==> config.mk <==
export PLATFORM = sky130hd
export DESIGN_NAME = alu_cmd_ctrl
export DESIGN_NICKNAME = d
export VERILOG_FILES = /design/src/rtl/alu_pkg.sv /design/src/rtl/alu_regfile.sv /design/src/rtl/alu_cmd_ctrl.sv
export SDC_FILE = /design/constraint.sdc
export NUM_CORES = 1
export LEC_CHECK = 0
export ABC_AREA = 1
export BUFFER_PORTS_ARGS = -buffer_cell sky130_fd_sc_hd__buf_2
export CORE_MARGIN = 2
export CORE_UTILIZATION = 54
export CTS_BUF_LIST = sky130_fd_sc_hd__clkbuf_8
export CTS_CLUSTER_DIAMETER = 30
export DETAILED_ROUTE_END_ITERATION = 16
export PLACE_DENSITY = 0.87
export SETUP_SLACK_MARGIN = 0.4
export SYNTH_ARGS = -nofsm -noshare
export SYNTH_HDL_FRONTEND = slang
export SYNTH_SLANG_ARGS = --single-unit
==> constraint.sdc <==
create_clock -name clk -period 2.57 [get_ports clk]
set_input_delay 0.1285 -clock clk [delete_from_list [all_inputs] [get_ports clk]]
set_output_delay 0.1285 -clock clk [all_outputs]
set_load 0.05 [all_outputs]
==> src/rtl/alu_pkg.sv <==
// alu_pkg: shared width, opcode and FSM state definitions for the ALU command controller
package alu_pkg;
    localparam int W    = 8;
    localparam int NREG = 4;
    localparam logic [2:0] OP_ADD  = 3'b000;
    localparam logic [2:0] OP_SUB  = 3'b001;
    localparam logic [2:0] OP_AND  = 3'b010;
    localparam logic [2:0] OP_OR   = 3'b011;
    localparam logic [2:0] OP_XOR  = 3'b100;
    localparam logic [2:0] OP_NOR  = 3'b101;
    localparam logic [2:0] OP_NAND = 3'b110;
    localparam logic [2:0] OP_PASS = 3'b111;
    typedef enum logic [1:0] {IDLE, EXEC, RESP} state_t;
endpackage

==> src/rtl/alu_regfile.sv <==
// alu_regfile: 4x8 register file, writeback beats host write on the same register
module alu_regfile
    import alu_pkg::*;
(
    input  logic         clk,
    input  logic         rst,
    input  logic         wr_en,
    input  logic [1:0]   wr_addr,
    input  logic [W-1:0] wr_data,
    input  logic         wb_en,
    input  logic [1:0]   wb_addr,
    input  logic [W-1:0] wb_data,
    input  logic [1:0]   rd_addr,
    input  logic [1:0]   rs1,
    input  logic [1:0]   rs2,
    output logic [W-1:0] rd_data,
    output logic [W-1:0] rs1_data,
    output logic [W-1:0] rs2_data
);
    logic [W-1:0] regs_q [NREG];

    always_ff @(posedge clk or posedge rst) begin
        if (rst) regs_q <= '{default: '0};
        else
            for (int i = 0; i < NREG; i++)
                regs_q[i] <= (wb_en && wb_addr == 2'(i)) ? wb_data :
                             (wr_en && wr_addr == 2'(i)) ? wr_data : regs_q[i];
    end

    assign rd_data  = regs_q[rd_addr];
    assign rs1_data = regs_q[rs1];
    assign rs2_data = regs_q[rs2];
endmodule

==> src/rtl/alu_cmd_ctrl.sv <==
// alu_cmd_ctrl: issues register-to-register commands to an external ALU and returns results
module alu_cmd_ctrl
    import alu_pkg::*;
(
    input  logic         clk,
    input  logic         rst,
    input  logic         cmd_valid,
    output logic         cmd_ready,
    input  logic [2:0]   cmd_op,
    input  logic [1:0]   cmd_rd,
    input  logic [1:0]   cmd_rs1,
    input  logic [1:0]   cmd_rs2,
    input  logic         wr_en,
    input  logic [1:0]   wr_addr,
    input  logic [W-1:0] wr_data,
    input  logic [1:0]   rd_addr,
    output logic [W-1:0] rd_data,
    output logic [W-1:0] alu_a,
    output logic [W-1:0] alu_b,
    output logic [2:0]   alu_op,
    input  logic [W-1:0] alu_out,
    output logic         rsp_valid,
    input  logic         rsp_ready,
    output logic [W-1:0] rsp_data,
    output logic         rsp_zero,
    output logic         busy,
    output logic [7:0]   op_count
);
    state_t       state_q;
    logic [1:0]   rd_q;
    logic [W-1:0] alu_a_q, alu_b_q, rsp_data_q, rs1_data, rs2_data;
    logic [2:0]   alu_op_q;
    logic         rsp_valid_q, rsp_zero_q;
    logic [7:0]   op_count_q;

    alu_regfile u_regfile (
        .clk      (clk),
        .rst      (rst),
        .wr_en    (wr_en),
        .wr_addr  (wr_addr),
        .wr_data  (wr_data),
        .wb_en    (state_q == EXEC),
        .wb_addr  (rd_q),
        .wb_data  (alu_out),
        .rd_addr  (rd_addr),
        .rs1      (cmd_rs1),
        .rs2      (cmd_rs2),
        .rd_data  (rd_data),
        .rs1_data (rs1_data),
        .rs2_data (rs2_data)
    );

    always_ff @(posedge clk or posedge rst) begin
        if (rst) begin
            state_q     <= IDLE;
            rd_q        <= '0;
            alu_a_q     <= '0;
            alu_b_q     <= '0;
            alu_op_q    <= '0;
            rsp_valid_q <= 1'b0;
            rsp_data_q  <= '0;
            rsp_zero_q  <= 1'b0;
            op_count_q  <= '0;
        end else begin
            case (state_q)
                IDLE: if (cmd_valid) begin
                    alu_a_q  <= rs1_data;
                    alu_b_q  <= rs2_data;
                    alu_op_q <= cmd_op;
                    rd_q     <= cmd_rd;
                    state_q  <= EXEC;
                end
                EXEC: begin
                    rsp_data_q  <= alu_out;
                    rsp_zero_q  <= alu_out == '0;
                    rsp_valid_q <= 1'b1;
                    op_count_q  <= op_count_q + 8'd1;
                    state_q     <= RESP;
                end
                RESP: if (rsp_ready) begin
                    rsp_valid_q <= 1'b0;
                    state_q     <= IDLE;
                end
                default: state_q <= IDLE;
            endcase
        end
    end

    assign cmd_ready = state_q == IDLE;
    assign busy      = state_q != IDLE;
    assign alu_a     = alu_a_q;
    assign alu_b     = alu_b_q;
    assign alu_op    = alu_op_q;
    assign rsp_valid = rsp_valid_q;
    assign rsp_data  = rsp_data_q;
    assign rsp_zero  = rsp_zero_q;
    assign op_count  = op_count_q;
endmodule

==> metrics.md <==
| Metric | Value |
|---|---|
| Status | `completed` |
| Synth Register Bits | `between 70 and 80` |
| RSZ-0062 raised after global routing | `no` |
| Vias | `~4300` |
| Final ANT Viol Nets | `0` |
| Ys Warns | `0` |
| Hold Startpoint | `alu_out[3]` |
| Worst Hold Class | `input pin to flip-flop` |
| CP startpoint kind | `flip-flop` |
| Clk root buf | `clkbuf_8` |
| FF-to-FF Start | `state_q[0]` |
| Slew headroom | `a little over half` |
| Synth area leaders | `dfrtp_1 44%, nand2_1 22%, nand3_1 12%` |
| List of most frequent post-synthesis cells | `245 x nand2_1, 101 x nand3_1, 73 x dfrtp_1, 73 x inv_1, 36 x nor2_1` |
| Placed Area | `4598 sq um` |
| Setup Skew | `0.007898 ns` |
| Total core area | `between 7000 and 8000 sq um` |
| Overall Power | `~6100 uW` |
| Overall Global Routing Usage | `29.73%` |
| Post-cts sizing count | `0` |
| Initial Util | `54.69%` |
| Routed length per placed instance | `approximately 15 um` |
| Worst-margin pin slew | `0.7056 ns` |
| Post-DP HPWL | `8457 um` |
| Initial antenna violation count | `0` |
| Worst setup path startpoint | `state_q[0]` |
| Max Freq | `548.4 MHz` |
| WP data required | `2.78 ns` |
| CTS sink cnt | `73` |
| Pwr Density | `1258 nW/um^2` |
| DR iter-0 viols | `430` |
| Post-route DRC | `0` |
| First-pass GRT wire length | `19960 um` |
| Std cell rows | `32` |
| Layout cells sized above 1 | `between 15 and 20%` |
| Worst-path clk slew | `0.07 ns` |
| Grt total ovfl | `0` |
| Peak VDD IR | `883.3 uV` |
| Post-synthesis cell type count | `22` |
| Final net count | `724` |
| Number of max-cap violations | `0` |
| WL final | `11780 um` |
| Worst Path Arrival | `2.03 ns` |
| P_leak | `0.002813 uW` |
| Placer Congestion | `0.8982` |
| Largest area contributor in the netlist | `dfrtp_1` |
| Area Growth Syn to Fin | `17.26%` |
| Synthesized cell area | `4160 sq um` |
| Vias/cell | `5.415` |
| Final setup fails | `0` |
| Vias in the first global route | `4115` |
| Setup bufs post-CTS | `0` |
| Fin crit share | `between 70 and 80%` |
| Syn Area/Cell | `6.820 sq um` |
| Pins Over Slew Limit | `0` |
| Post-synth ARST share | `100.0%` |
| Inserted Diodes | `0` |
| Total negative setup slack | `0 ns` |
| Io pins | `between 80 and 90` |
| Crit Path Category | `flip-flop to flip-flop` |
| Clk_lat worst skew | `about 0.36 ns` |
| Post-synth top flop | `dfrtp_1` |
| CTS tree | `built` |
| PortBufs | `80` |
| Syn_nets | `around 650` |
| Final period demand of the worst path | `1.824 ns` |
| Clk buf depth | `2` |
| Filler Cell Count | `712` |
| Mapped Cells | `610` |
| Final hold violation count | `0` |
| Most instantiated library cell after synthesis | `nand2_1` |
| Total number of H-tree levels | `3` |
| DIE WIDTH | `91.78 um` |
| Pin count of the biggest net entering global routing | `74` |
| Seq/Total Area, Yosys | `~44%` |
| First-pass DRT Iterations | `5` |
| Die area | `8423 sq um` |
| Share of the synthesized area in the top cell type | `43.91%` |
| Cts bufs inserted | `9` |
| Die Y | `roughly 92 um` |
| Critical Path Sink Type | `flip-flop` |
| Design area | `4878 sq um` |
| Post-CTS Hold Fix Bufs | `7` |
| Number of synthesized flops with an enable pin | `0` |
| CP max FO | `24` |
[worst max-delay path: stages, from the launching register on]
cell     delay (ns)
dfrtp_1        0.47
nor2_1         0.22
nand2_1        0.08
buf_4          0.21
inv_1          0.54
o21ai_0        0.16
[cell type report]
cell class                 count  area [sq um]  share of cell area, %
sequential                    73          1827                  37.45
timing repair buffer          89         498.0                  10.21
clock inverter                 7         86.33                  1.770
multi-input combinational    442          1938                  39.73
inverter                      74         277.8                  5.694
clock buffer                   9         123.9                  2.539
tap                          102         127.6                  2.616
[layout by cell type (no fill, tap or decap), drive strengths merged, types with 2 or more instances in the layout]
cell type    instances
clkbuf               9
dlygate4sd3          7
xnor2                2
nor2                41
bufinv               2
nand2              248
o21ai               34
nor3                 2
inv                 75
buf                 82
clkinv               3
o22ai                8
xor2                 2
nand3              101
dfrtp               73
[kinds of logic after synthesis]
family	Yosys count	share of synthesized area (%)
and+or+nand+nor	395	40.15
buffers and inverters	95	9.504
xor gates and xnor gates	4	0.8423
adders and majority gates	1	0.3007
DFF	73	43.91
AOI/OAI and AO/OA	42	5.293
[per-layer routing]
metal / global-route usage [%] / vias to the layer above / share of wire, %
met5: 0 / - / 0
met4: 9.701 / 0 / 2.7
met2: 49.82 / 211 / 49
li1: - / 2068 / -
met1: 39.44 / 2003 / 41
met3: 5.012 / 28 / 7.4
[state kept, by name, indices dropped and copies added, names as in the netlist]
register          flops
alu_a                 8
alu_b                 8
alu_op                3
op_count              8
rd_q                  2
rsp_data              8
rsp_valid             1
rsp_zero              1
state_q               2
u_regfile.regs_q     32
[power breakdown]
| part | internal [uW] | switching (uW) | total (uW) | leakage [uW] |
|---|---|---|---|---|
| logic | 767 | 2240 | 3010 | 0.00180 |
| registers | 1670 | 485 | 2160 | 0.000906 |
| clock network | 538 | 431 | 969 | 0.000110 |
[worst paths after layout]
| path | to | slack [ns] | depth (start not counted) |
|---|---|---|---|
| max in group asynchronous | u_regfile.regs_q[2] | 1.88 | 4 |
| min in group asynchronous | alu_op[1] | 0.39 | 4 |
| hold / removal | u_regfile.regs_q[19] | 0.03 | 3 |
| setup reg to reg | rd_q[1] | 0.75 | 5 |
| setup / recovery | rd_q[1] | 0.75 | 5 |
| hold reg to reg | alu_a[3] | 0.48 | 2 |
[stage by stage]
stage          hold slack [ns]  std cells  setup WS (ns)  util, %
5_1_grt                0.04405        796         0.5259    64.13
3_3_place_gp            0.2359        773         0.8735    60.44
4_1_cts                0.02310        796         0.7527    64.13
6_report               0.02722        796         0.7465    64.13
3_5_place_dp            0.2453        773         0.7718    60.44
2_1_floorplan           0.2358        610         0.5882        -
(Power assumes the default switching activity.)
